## config.mk

```make
export PLATFORM = sky130hd
export DESIGN_NAME = deser_sync_framer
export DESIGN_NICKNAME = d
export VERILOG_FILES = /design/src/rtl/deser_sync_framer.sv
export SDC_FILE = /design/constraint.sdc
export NUM_CORES = 1
export LEC_CHECK = 0
export ABC_AREA = 1
export CAP_MARGIN = 20
export CORE_MARGIN = 3
export CORE_UTILIZATION = 55
export DETAILED_ROUTE_END_ITERATION = 7
export MAX_ROUTING_LAYER = met4
export PLACE_DENSITY_LB_ADDON = 0.05
export SETUP_SLACK_MARGIN = 0.05
export SLEW_MARGIN = 20
export SYNTH_ARGS = -nofsm -noshare
export SYNTH_HDL_FRONTEND = slang
export SYNTH_SLANG_ARGS = --single-unit
```

## constraint.sdc

```tcl
create_clock -name clk -period 7 [get_ports clk]
set_clock_uncertainty 0.15 [all_clocks]
set_input_delay 2.1 -clock clk [delete_from_list [all_inputs] [get_ports clk]]
set_output_delay 2.1 -clock clk [all_outputs]
set_load 0.005 [all_outputs]
```

## src/rtl/deser_sync_framer.sv

```systemverilog
// rtl/deser_sync_framer.sv - word alignment, sync-word lock, sync stripping and payload FIFO
module deser_sync_framer #(
  parameter int                    DATA_WIDTH   = 8,
  parameter logic [DATA_WIDTH-1:0] SYNC_WORD    = 8'hA5,
  parameter int                    SYNC_PERIOD  = 16,
  parameter int                    LOCK_COUNT   = 4,
  parameter int                    UNLOCK_COUNT = 3,
  parameter int                    FIFO_DEPTH   = 4
) (
  input  logic                          clk,
  input  logic                          rst,
  input  logic                          enable,
  input  logic [DATA_WIDTH-1:0]         parallel_data,
  output logic [DATA_WIDTH-1:0]         out_data,
  output logic                          out_valid,
  input  logic                          out_ready,
  output logic                          locked,
  output logic                          overflow,
  output logic [$clog2(FIFO_DEPTH):0]   fifo_level
);

  localparam int BW = (DATA_WIDTH > 1) ? $clog2(DATA_WIDTH) : 1;
  localparam int IW = $clog2(SYNC_PERIOD);
  localparam int MW = $clog2(LOCK_COUNT + 1);
  localparam int UW = $clog2(UNLOCK_COUNT + 1);
  localparam int PW = $clog2(FIFO_DEPTH);
  localparam int LW = PW + 1;

  typedef enum logic [1:0] {S_SEARCH, S_CHECK, S_LOCKED} state_t;

  state_t                state_q, state_d;
  logic [BW-1:0]         bit_cnt_q, bit_cnt_d;
  logic                  word_stb_q, word_stb_d;
  logic [MW-1:0]         match_cnt_q, match_cnt_d;
  logic [UW-1:0]         miss_cnt_q, miss_cnt_d;
  logic [IW-1:0]         idx_q, idx_d;
  logic                  locked_q, locked_d;
  logic                  overflow_q, overflow_d;
  logic [DATA_WIDTH-1:0] out_data_q, out_data_d;
  logic [PW-1:0]         wr_ptr_q, wr_ptr_d;
  logic [PW-1:0]         rd_ptr_q, rd_ptr_d;
  logic [LW-1:0]         count_q, count_d;
  logic [DATA_WIDTH-1:0] mem_q [FIFO_DEPTH];

  logic                  stb;
  logic                  is_sync;
  logic                  push;
  logic                  pop;
  logic                  full;
  logic                  wr_en;
  logic [LW-1:0]         count_after_pop;

  // A stale strobe must never act once enable has dropped.
  assign stb     = word_stb_q & enable;
  assign is_sync = (parallel_data == SYNC_WORD);

  // Mirror of the deserializer bit counter; strobe marks a freshly completed word.
  always_comb begin
    bit_cnt_d  = '0;
    word_stb_d = 1'b0;
    if (enable) begin
      bit_cnt_d  = (bit_cnt_q == BW'(DATA_WIDTH - 1)) ? '0 : bit_cnt_q + 1'b1;
      word_stb_d = (bit_cnt_q == BW'(DATA_WIDTH - 1));
    end
  end

  // Word timing registers.
  always_ff @(posedge clk or negedge rst) begin
    if (!rst) begin
      bit_cnt_q  <= '0;
      word_stb_q <= 1'b0;
    end else begin
      bit_cnt_q  <= bit_cnt_d;
      word_stb_q <= word_stb_d;
    end
  end

  // FSM state register.
  always_ff @(posedge clk or negedge rst) begin
    if (!rst) state_q <= S_SEARCH;
    else      state_q <= state_d;
  end

  // FSM next state plus match/miss/slot counters, advanced only on a word strobe.
  always_comb begin
    state_d     = state_q;
    match_cnt_d = match_cnt_q;
    miss_cnt_d  = miss_cnt_q;
    idx_d       = idx_q;
    if (!enable) begin
      state_d     = S_SEARCH;
      match_cnt_d = '0;
      miss_cnt_d  = '0;
      idx_d       = '0;
    end else if (stb) begin
      case (state_q)
        S_SEARCH: begin
          if (is_sync) begin
            match_cnt_d = MW'(1);
            if (LOCK_COUNT == 1) begin
              state_d     = S_LOCKED;
              match_cnt_d = '0;
              miss_cnt_d  = '0;
              idx_d       = IW'(1);
            end else begin
              state_d = S_CHECK;
            end
          end
        end
        S_CHECK: begin
          if (is_sync) begin
            match_cnt_d = match_cnt_q + 1'b1;
            if (match_cnt_q + 1'b1 == MW'(LOCK_COUNT)) begin
              state_d     = S_LOCKED;
              match_cnt_d = '0;
              miss_cnt_d  = '0;
              idx_d       = IW'(1);
            end
          end else begin
            state_d     = S_SEARCH;
            match_cnt_d = '0;
          end
        end
        S_LOCKED: begin
          idx_d = (idx_q == IW'(SYNC_PERIOD - 1)) ? '0 : idx_q + 1'b1;
          if (idx_q == '0) begin
            if (is_sync) begin
              miss_cnt_d = '0;
            end else begin
              miss_cnt_d = miss_cnt_q + 1'b1;
              if (miss_cnt_q + 1'b1 == UW'(UNLOCK_COUNT)) begin
                state_d     = S_SEARCH;
                match_cnt_d = '0;
                miss_cnt_d  = '0;
                idx_d       = '0;
              end
            end
          end
        end
        default: begin
          state_d     = S_SEARCH;
          match_cnt_d = '0;
          miss_cnt_d  = '0;
          idx_d       = '0;
        end
      endcase
    end
  end

  // FSM outputs: registered lock flag and the payload push request.
  always_comb begin
    locked_d = (state_d == S_LOCKED);
    push     = stb && (state_q == S_LOCKED) && (idx_q != '0);
  end

  // FIFO pointer, occupancy and head bookkeeping; enable low flushes but keeps out_data.
  always_comb begin
    full            = (count_q == LW'(FIFO_DEPTH));
    pop             = (count_q != '0) && out_ready;
    wr_en           = push && (!full || pop);
    overflow_d      = push && full && !pop;
    count_after_pop = count_q - LW'(pop);
    wr_ptr_d        = wr_en ? wr_ptr_q + 1'b1 : wr_ptr_q;
    rd_ptr_d        = pop ? rd_ptr_q + 1'b1 : rd_ptr_q;
    count_d         = count_after_pop + LW'(wr_en);
    out_data_d      = out_data_q;
    if (wr_en && count_after_pop == '0) begin
      out_data_d = parallel_data;
    end else if (count_d != '0) begin
      out_data_d = mem_q[rd_ptr_d];
    end
    if (!enable) begin
      wr_ptr_d   = '0;
      rd_ptr_d   = '0;
      count_d    = '0;
      overflow_d = 1'b0;
      out_data_d = out_data_q;
    end
  end

  // Counter, flag and FIFO control registers.
  always_ff @(posedge clk or negedge rst) begin
    if (!rst) begin
      match_cnt_q <= '0;
      miss_cnt_q  <= '0;
      idx_q       <= '0;
      locked_q    <= 1'b0;
      overflow_q  <= 1'b0;
      out_data_q  <= '0;
      wr_ptr_q    <= '0;
      rd_ptr_q    <= '0;
      count_q     <= '0;
    end else begin
      match_cnt_q <= match_cnt_d;
      miss_cnt_q  <= miss_cnt_d;
      idx_q       <= idx_d;
      locked_q    <= locked_d;
      overflow_q  <= overflow_d;
      out_data_q  <= out_data_d;
      wr_ptr_q    <= wr_ptr_d;
      rd_ptr_q    <= rd_ptr_d;
      count_q     <= count_d;
    end
  end

  // FIFO storage; contents need no reset since occupancy gates every read.
  always_ff @(posedge clk) begin
    if (wr_en) mem_q[wr_ptr_q] <= parallel_data;
  end

  assign out_data   = out_data_q;
  assign out_valid  = (count_q != '0);
  assign locked     = locked_q;
  assign overflow   = overflow_q;
  assign fifo_level = count_q;

endmodule

```

==> results of run 1 <==
[worst max-delay path, cell delays in order]
cell and delay, ns:
clkdlybuf4s50_1 0.94, nand2_1 0.18, nor2_2 0.13, nand2_2 0.10, nor2_8 0.16, ha_1 0.17, ha_1 0.23, or2_2 0.27
nor2_1 0.13, nand2_2 0.08, nand2_4 0.16, nor2_1 0.07, nand2_1 0.07, nand2_1 0.04
[where the power goes]
| part | internal (mW) | total [mW] | switching [mW] |
|---|---|---|---|
| logic | 0.250 | 0.645 | 0.396 |
| clock network | 0.199 | 0.342 | 0.143 |
| registers | 0.438 | 0.470 | 0.0324 |
| total | 0.886 | 1.46 | 0.571 |
[registers in the layout, indices dropped and copies added, names as in the netlist]
name         cells
bit_cnt_q        3
fifo_level       3
idx_q            4
locked           1
match_cnt_q      3
mem_q           32
miss_cnt_q       2
out_data         8
overflow         1
rd_ptr_q         2
state_q          2
word_stb_q       1
wr_ptr_q         2
[final timing paths]
| kind | to | from |
|---|---|---|
| max | out_data[5] | enable |
| min | bit_cnt_q[0] | bit_cnt_q[0] |
| max reg2reg | out_data[5] | fifo_level[0] |
| min reg2reg | bit_cnt_q[0] | bit_cnt_q[0] |
| max in group asynchronous | locked | rst |
| min in group asynchronous | out_data[6] | rst |
[placed cells by master, fill, tap and decap left out, drive strengths merged]
| cell | instances |
|---|---|
| nand2 | 109 |
| inv | 79 |
| nand3 | 65 |
| nor2 | 42 |
| dfrtp | 32 |
| edfxtp | 32 |
| clkdlybuf4s50 | 25 |
| ha | 18 |
| o21ai | 10 |
| clkbuf | 10 |
| nor3 | 4 |
| a21oi | 3 |
| nor4 | 3 |
| clkinv | 3 |
| bufinv | 2 |
| a21boi | 1 |
| nor3b | 1 |
| or2 | 1 |
| o22ai | 1 |
| o31ai | 1 |
| clkinvlp | 1 |
| buf | 1 |
[routing by layer]
layer / track usage [%] / vias to the layer above / part of all wire, %
met2: 35.6 / 38 / 52
met3: 3.50 / 14 / 2.9
met5: - / - / 0
met1: 24.8 / 1206 / 43
met4: 10.2 / 0 / 2.3
li1: - / 1348 / -
[per-stage QoR]
step / cells / area [um2] / utilization [%]
2_1_floorplan: 409 / 3470 / -
3_3_place_gp: 503 / 3770 / 62.6
3_5_place_dp: 503 / 3770 / 62.6
4_1_cts: 519 / 3980 / 66.1
5_1_grt: 519 / 3980 / 66.1
6_report: 519 / 3980 / 66.1
[final cells by class]
class | count | share of cell area, %
Inverter | 79 | 7.45
Tap cell | 75 | 2.36
Multi-Input combinational cell | 259 | 34.2
Sequential cell | 64 | 44.2
Clock buffer | 10 | 3.21
Clock inverter | 6 | 2.11
Timing Repair Buffer | 26 | 6.47
[logic make-up after synthesis]
family	after synthesis	synth area share, %
buffers and inverters	86	10.1
adders and majority gates	18	6.49
AOI/OAI and AO/OA	16	2.49
and+or+nand+nor	225	30.2
DFF	64	50.7
==> results.md, run 1 <==
- First-pass GRT wire length: 11700 um
- N_diodes: 0
- Final hold vios: 0
- WL/cell: 13.2 um
- Post-route DRC violation count: 0
- CTS tree: yes
- CTS buffer count: 9
- Syn Inst Count: 409
- # setup viols final: 0
- Highest Clock Rate: 210 MHz
- Leakage: 1.97 nW
- First-pass DRT Iterations: 4
- PwrDens: 366 mW/mm2
- Final GP Congestion: 0.914
- Rows: 28
- Share of cells above drive strength 1: 8.78%
- Post-synth ARST share: 50.0%
- Die footprint: 0.00730 mm2
- R2r setup slk: 4.19 ns
- Synth cell types: 27
- Area taken by multi-input logic gates: 0.00136 mm2
- Sequential share of the synthesized area: 50.7%
- Port bufs: 25
- H-tree levels: 3
- Cell count of the worst reg-to-reg path: 15
- Clk_lat worst skew: 0.34 ns
- Core area: 0.00603 mm2
- Worst min path class: reg2reg
- Largest net degree at the start of global routing: 33
- Initial antenna violation count: 0
- Cts hold-fix bufs: 0
- Syn. warnings: 0
- Starting Density: 57.6%
- Top-area cell type share of the netlist area: 27.7%
- Post-DP HPWL: 4940 um
- Post-layout min period: 4.77 ns
- Area Growth Syn to Fin: 14.7%
- Critical path class: in2reg
- Avg Inst Size Synth: 8.49 um2
- Largest cells by area after synthesis: edfxtp_1 28%, dfrtp_1 23%, nand2_1 11%, nand3_1 9.1%, inv_1 7.8%
- Crit share post-route: 68.1%
- Hold_ws: 0.290 ns
- Final Power: 1.46 mW
- Detail Route Antenna Nets: 0
- Dominant cell by count in the synthesized netlist: nand2_1
- Final WS setup: 2.23 ns
- Most frequent cells after synthesis: 100 x nand2_1, 72 x inv_1, 63 x nand3_1, 38 x nor2_1
- Crit. End Element: flop
- Net Count, Synth: 439
- #FFs+latches synth: 64
- Die height: 85.5 um
- CTS root buffer: clkbuf_8
- Hold Path Depth: 1
- Worst-margin pin slew: 0.720 ns
- Yosys top cell by area: edfxtp_1
- Clk buf depth: 2
- Final slew viol count: 0
- Vias in the first global route: 2540
- DP Worst Slack: 1.89 ns
- CP Launch Type: input pin
- Fill cells: 527
- Max-Cap Viols: 0
- Number of post-CTS setup repair buffers: 0
- Crit path DAT: 4.86 ns
- Clock transition at path regs: 0.07 ns
- Cts repair resizes: 0
- I/O pin count: 26
- Max VDD drop: 0.000200 V
- Critical Path Fanout Max: 20
- Clock Sinks: 64
- Max transition margin: 51.8%
- Mapped Area: 0.00347 mm2
- Worst Path Required: 7.09 ns
- Outcome: finished clean
- Total track usage: 21.3%
- Total negative setup slack: 0 ns
- Register area: 0.00176 mm2
- Width of the die: 85.5 um
- EDFF count, synth: 32
- Detailed Route WL: 6870 um
- Final nets: 469
- Synth Flop Type: edfxtp_1
- Vias: 2606
- DR iter-0 viols: 126
- RSZ-0062 raised after global routing: false
- Vias per std cell: 5.02
- Grt ovf: 0
Note: power is estimated with default switching activity, not from simulation.
==> run 2: changes to the inputs <==
==> constraint.sdc (replaced) <==
create_clock -name clk -period 4.81 [get_ports clk]
set_clock_uncertainty 0.15 [all_clocks]
set_input_delay 1.443 -clock clk [delete_from_list [all_inputs] [get_ports clk]]
set_output_delay 1.443 -clock clk [all_outputs]
set_load 0.005 [all_outputs]
==> run 2 against run 1 <==
Global-route usage is 0.83 points higher. First-iteration DRC count grew 25%. Worst setup slack worse by 1.2 ns. Critical endpoint is now out_data[7]. Largest power group unchanged. Design area down 0.16%. Utilization fell by 0.10 points. Highest routed layer unchanged.
==> results.md, run 2 (synthesis results as in run 1) <==
- Largest Register: mem_q
- Post-route DRC violation count: 0
- Final hold vios: 0
- Critical path's top delay family: simple AND/OR/NAND/NOR gates
- First-pass DRT Iterations: 5
- Highest Clock Rate: 265 MHz
- R2R Path End: out_data[7]
- Area Growth Syn to Fin: 14.5%
- Initial antenna violation count: 0
- Most common cell after layout, fill and taps aside: nand2_1
- Final WS setup: 1.04 ns
- First-pass GRT wire length: 12100 um
- Share of total power in sequential cells: 32.5%
- Power share of the combinational group: 45.3%
- Clock Sinks: 64
- Hold Path Depth: 1
- Die height: 85.5 um
- Number of post-CTS setup repair buffers: 0
- Largest register FFs: 32
- Share of total power in the clock network: 22.2%
- Crit path DAT: 3.86 ns
- CTS root buffer: clkbuf_8
- Max VDD drop: 0.000348 V
- Leakage: 1.97 nW
- Post-layout min period: 3.77 ns
- Clk_lat worst skew: 0.34 ns
- Starting Density: 57.6%
- Cts repair resizes: 0
- Worst min path class: reg2reg
- # setup viols final: 0
- Crit-path max cell delay: 0.51 ns
- Crit. End Element: flop
- Crit share post-route: 78.4%
- I/O pin count: 26
- Final slew viol count: 0
- Critical path class: in2reg
- DR iter-0 viols: 158
- Share of cells above drive strength 1: 9.44%
- Rows: 28
- Slowest cell on the critical path: clkdlybuf4s50_1
- Most used cell, CP: ha_1
- Largest net degree at the start of global routing: 33
- Post-DP HPWL: 4980 um
- Critical path origin: out_ready
- Clk buf depth: 2
- Cell count of the worst reg-to-reg path: 15
- DP Worst Slack: 0.650 ns
- Port bufs: 25
- Critical path cell sequence: clkdlybuf4s50_1 > nand2_2 > inv_1 > ha_1 > inv_1 > ha_1 > ha_1 > or2_2 > nor2_1 > nand2_2 > nand2_4 > nor2_1 > nand2_1 > nand2_1
- Final GP Congestion: 0.837
- Met2 GRT Util: 37.1%
- Fill cells: 531
- Final nets: 470
- Switching Share: 40.3%
- Detailed Route WL: 6980 um
- Critical Path Fanout Max: 16
- Routing usage on met3: 3.30%
- N_diodes: 0
- CTS buffer count: 9
- Max-Cap Viols: 0
- Buf/Inv on CP: 3
- Total track usage: 22.1%
- Vias: 2640
- Cts hold-fix bufs: 0
- WL/cell: 13.4 um
- Outcome: finished clean
- FF-to-FF Start: fifo_level[0]
- Final Power: 2.10 mW
- Hold path startpoint: bit_cnt_q[0]
- Vias per std cell: 5.08
- Total negative setup slack: 0 ns
- PwrDens: 528 mW/mm2
- Width of the die: 85.5 um
- Worst Path Required: 4.90 ns
- CP Launch Type: input pin
- Worst-margin pin slew: 0.744 ns
- Grt ovf: 0
- H-tree levels: 3
- GR peak layer: met2
- Detail Route Antenna Nets: 0
- Die footprint: 0.00730 mm2
- Vias in the first global route: 2646
- Int Pwr: 1.25 mW
- RSZ-0062 raised after global routing: false
- Most frequent cells in the layout: 100 x nand2_1, 72 x inv_1, 63 x nand3_1
- Psw: 846 uW
- End of the worst hold path: bit_cnt_q[0]
- Core area: 0.00603 mm2
- Max transition margin: 50.2%
- Met1 usage: 25.9%
- CTS tree: yes
- Clock transition at path regs: 0.07 ns
- R2r setup slk: 2.01 ns
-- run 2: changes by cell type in the layout (fill, tap and decap cells not counted) --
cell	change
clkinv_2	+2
bufinv_16	-1
clkinv_1	-2
buf_4	+1
clkbuf_8	+1
-- run 2: layout make-up --
type	instances	area, um2	area share, %
clock buffers	11	141	3.56
clock inverters	5	56.3	1.42
inverters	79	297	7.46
multi-input cells	259	1360	34.2
flip-flops and latches	64	1760	44.3
well taps	75	93.8	2.36
repair buffers	27	265	6.67
-- run 2: layer usage --
| metal | vias up | share of wire, % |
|---|---|---|
| met4 | 0 | 2.0 |
| met3 | 12 | 2.4 |
| li1 | 1362 | - |
| met5 | - | 0 |
| met2 | 43 | 52 |
| met1 | 1223 | 44 |
-- run 2: power groups by stage --
stage                     clock [mW]  sequential (mW)  combinational, mW
after detailed placement           0            0.694              0.968
final                          0.466            0.682              0.952
after global placement             0            0.695              0.948
after CTS                      0.473            0.683              0.973
after global routing           0.496            0.692               1.09
after floorplan                    0            0.693              0.691
-- run 2: how the worst max path moves through the flow --
stage,to,depth (start not counted)
4_1_cts,out_data[6],14
6_report,out_data[7],14
5_1_grt,out_data[7],14
3_3_place_gp,out_data[6],14
3_5_place_dp,out_data[6],14
2_1_floorplan,out_data[5],14
-- run 2: per-stage QoR --
step	hold WS, ns	std cells	utilization [%]	area, um2
final	0.291	520	66.0	3980
after global routing	0.318	520	66.0	3980
after CTS	0.295	520	66.0	3980
after detailed placement	0.286	504	62.7	3780
after global placement	0.282	504	62.7	3780
after floorplan	0.265	409	-	3470
==> run 3: changes to the inputs <==
==> constraint.sdc (replaced) <==
create_clock -name clk -period 3.7 [get_ports clk]
set_clock_uncertainty 0.15 [all_clocks]
set_input_delay 1.11 -clock clk [delete_from_list [all_inputs] [get_ports clk]]
set_output_delay 1.11 -clock clk [all_outputs]
set_load 0.005 [all_outputs]
==> run 3 against run 2 <==
Highest routed layer unchanged. Sequential share of layout area shrank 1.5 points. Register-to-register slack worse by 1.1 ns. First-iteration DRC count grew 3.8%. Critical endpoint is now out_data[6]. Critical path type unchanged. Critical path depth unchanged. Design area rose by 3.4%. Clock power up 55%. Largest cell class unchanged. Via count grew 1.4%. Combinational power rose by 37%.
==> results.md, run 3 (synthesis results as in run 1) <==
- Outcome: finished clean
- Worst-margin pin slew: 0.431 ns
- CTS root buffer: clkbuf_8
- Port bufs: 25
- PwrDens: 706 mW/mm2
- Cts hold-fix bufs: 0
- Highest Clock Rate: 302 MHz
- Post-DP HPWL: 5270 um
- Die height: 85.5 um
- Final hold vios: 0
- Register area: 0.00176 mm2
- Worst Path Required: 3.79 ns
- Power share of the combinational group: 44.6%
- Most common cell after layout, fill and taps aside: nand2_1
- Psw: 1.11 mW
- Final Util: 68.2%
- # setup viols final: 0
- Vias per std cell: 5.02
- DP Worst Slack: 0.0435 ns
- Total negative setup slack: 0 ns
- Crit path DAT: 3.39 ns
- Cell total after placement: 517
- Share of cells above drive strength 1: 12.0%
- Largest net degree at the start of global routing: 33
- Most frequent cells in the layout: 100 x nand2_1, 72 x inv_1, 63 x nand3_1
- Max-Cap Viols: 0
- Switching Share: 38.4%
- Share of total power in sequential cells: 30.6%
- Final nets: 483
- First-pass DRT Iterations: 4
- Width of the die: 85.5 um
- Int Pwr: 1.79 mW
- I/O pin count: 26
- CTS tree: yes
- RSZ-0062 raised after global routing: false
- Post-route DRC violation count: 0
- Total track usage: 22.5%
- Area Growth Syn to Fin: 18.4%
- Rows: 28
- Post-layout min period: 3.31 ns
- Leakage: 2.05 nW
- Largest register FFs: 32
- Fill cells: 499
- Critical path class: in2reg
- Largest Register: mem_q
- WL/cell: 13.8 um
- Crit share post-route: 89.5%
- Vias in the first global route: 2581
- Final WS setup: 0.390 ns
- Clock Sinks: 64
- Vias: 2678
- CP Launch Type: input pin
- Detailed Route WL: 7330 um
- Max transition margin: 71.3%
- Area taken by multi-input logic gates: 0.00136 mm2
- Clk_lat worst skew: 0.34 ns
- CTS buffer count: 9
- Share of total power in the clock network: 24.8%
- Core area: 0.00603 mm2
- Die footprint: 0.00730 mm2
- Final slew viol count: 0
- Starting Density: 57.6%
- Final GP Congestion: 0.851
- Hold_ws: 0.291 ns
- Critical Path Fanout Max: 16
- First-pass GRT wire length: 12100 um
- Cts repair resizes: 0
- H-tree levels: 3
- DR iter-0 viols: 164
- Clock transition at path regs: 0.07 ns
- Clk buf depth: 2
- Detail Route Antenna Nets: 0
- N_diodes: 0
- Max VDD drop: 0.000530 V
- Initial antenna violation count: 0
- Crit. End Element: flop
- Non-Filler Instances: 533
- Worst min path class: reg2reg
- Number of post-CTS setup repair buffers: 0
- Grt ovf: 0
==> run 3: power by group through the flow <==
| stage | logic (mW) | clock network (mW) | registers [mW] |
|---|---|---|---|
| floorplan | 0.899 | 0 | 0.901 |
| finish | 1.30 | 0.720 | 0.887 |
| detailed placement | 1.31 | 0 | 0.903 |
| global route | 1.46 | 0.763 | 0.900 |
| CTS | 1.31 | 0.730 | 0.888 |
| global placement | 1.28 | 0 | 0.903 |
==> run 3: stage by stage <==
stage / total power, mW / cell area [um2]
after floorplan: 1.80 / 3470
after detailed placement: 2.21 / 3870
after global placement: 2.18 / 3870
after global routing: 3.12 / 4110
final: 2.90 / 4110
after CTS: 2.93 / 4110
==> run 3: metal layers <==
layer / part of all wire, % / GRT usage, % / vias up
met1: 43 / 26.9 / 1240
met3: 2.9 / 3.50 / 9
met5: 0 / - / -
met4: 1.3 / 8.20 / 0
met2: 52 / 38.4 / 51
li1: - / - / 1378
==> run 3: critical path, stage by stage <==
cell and delay, ns:
clkdlybuf4s50_1 0.46, nand2_2 0.10, inv_1 0.04, ha_1 0.26, inv_1 0.05, ha_1 0.17
ha_1 0.31, or2_2 0.28, nor2_1 0.18, nand2_2 0.09, nand2_4 0.16, nor2_1 0.06
nand2_1 0.07, nand2_1 0.05
==> run 3: final timing paths <==
kind | from | to | slack, ns | cells past startpoint
setup reg to reg | fifo_level[0] | out_data[6] | 0.95 | 15
min in group asynchronous | rst | out_data[7] | 1.02 | 2
max in group asynchronous | rst | match_cnt_q[2] | 2.07 | 2
hold reg to reg | bit_cnt_q[0] | bit_cnt_q[0] | 0.29 | 1
setup / recovery | out_ready | out_data[6] | 0.39 | 14
hold / removal | bit_cnt_q[0] | bit_cnt_q[0] | 0.29 | 1
==> run 3: area by class of cell <==
class / instances / share of cell area [%]
tap: 75 / 2.28
sequential: 64 / 42.9
clock inverter: 6 / 2.62
inverter: 79 / 7.21
multi-input combinational: 259 / 33.1
clock buffer: 10 / 3.11
timing repair buffer: 40 / 8.83
==> variant: new RTL, settings of run 1 <==
Register the output `fifo_level` once more, without a reset; this adds one clock of latency there. The other outputs are not delayed to match.
--- a/src/rtl/deser_sync_framer.sv
+++ b/src/rtl/deser_sync_framer.sv
@@ -213,5 +213,7 @@
   assign locked     = locked_q;
   assign overflow   = overflow_q;
-  assign fifo_level = count_q;
+  always_ff @(posedge clk) begin
+    fifo_level <= count_q;
+  end
 
 endmodule
Formal check against the unedited RTL: no difference found for any inputs over 10 cycles, from zero or initial values and one cycle with rst low; that may be too few to reach the edited logic, so the function may still have changed.
==> variant against run 1 <==
- critical path type unchanged
- worst hold slack worse by 0.0046 ns
- sequential share of layout area is 1.1 points higher
- cell area is 0.85% higher
- wire length is 2.6% higher
- area after synthesis is 1.0% higher
- sequential cell count is 3 higher
- combinational power is 4.8% lower
- synthesized cell count is 0.73% higher
- fmax is 4.0% higher
- power is 0.12% lower
- setup slack better by 0.18 ns
- global-route usage is 0.67 points higher
- highest routed layer unchanged
- clock power is 2% higher
==> variant: results (changes against run 1) <==
metric,value,unit,change
hold_ws,0.2855,ns,-0.004564 ns
cpPeakStageDelay,0.89,ns,-0.05 ns
nets,472,,+0.64%
synthTopCellsByArea,"edfxtp_1, dfrtp_1, nand2_1",,
dp_hpwl,4.897,mm,-0.80%
drtIter0Drc,120,,-4.8%
fill_cells,512,,-2.8%
ir_worst_vdd,0.2379,mV,+19%
clock_buffers,11,,+1
wl_met3,253,um,+28%
p_leak,2.007,nW,+2.1%
min_to,fifo_level[2]$_DFF_P_,,
synth_compound_area_frac,0.02461,,-0.0002572
status,completed,,
r2r_setup_slack,4.26,ns,+0.07 ns
multiInputGateArea,1324,sq um,-2.7%
ys_async_sr_fraction,0.4776,,-0.02239
grt_pass1_vias,2695,,+6.1%
drt-met1-wl,2.988,mm,+1.1%
clk_share,0.05204,,-0.001070
seq_share,0.4537,,+0.01124
fin_cells,522,,+0.58%
synth_cell_types,29,,+7.4%
synth.net_count,442,,+0.68%
dp_cells,506,,+0.60%
place_area,3806,sq um,+0.96%
viasPerCell,5.130,,+2.2%
cp_max_fo,16,,-20%
wire_per_inst,13.49,um,+2.0%
rr_startpoint,count_q[1]$_DFF_PN0_,,
worst_r2r_endpoint,out_data[4]$_DFFE_PN0P_,,
clock-sinks,67,,+4.7%
arrival,4.67,ns,-0.19 ns
buffer_area_frac,0.06419,,-0.0005447
worst_slew_pin_slew,0.7835,ns,+0.06304 ns
==> variant: changes by cell type in the layout (fill, tap and decap cells not counted), sizes merged <==
cell           run 1  this run
nand2            109       114
clkbuf            10        11
dfxtp              0         3
nor2              42        41
nor4               3         1
inv               79        80
nand3             65        59
nand4              0         2
==> variant: kinds of logic after synthesis <==
group                      Yosys count
AOI/OAI and AO/OA                   16
DFF                                 67
and+or+nand+nor                    223
adders and majority gates           18
buffers and inverters               88
==> variant: report_power, final <==
| part | switching (W) | internal, W |
|---|---|---|
| sequential | 0.0000309 | 0.000463 |
| combinational | 0.000380 | 0.000234 |
| clock | 0.000148 | 0.000200 |
| total | 0.000559 | 0.000896 |
==> variant: metal layers <==
metal,vias up,track usage
met5,-,-
met4,0,0.1223
met3,20,0.04131
met2,52,0.3665
met1,1256,0.2458
li1,1350,-
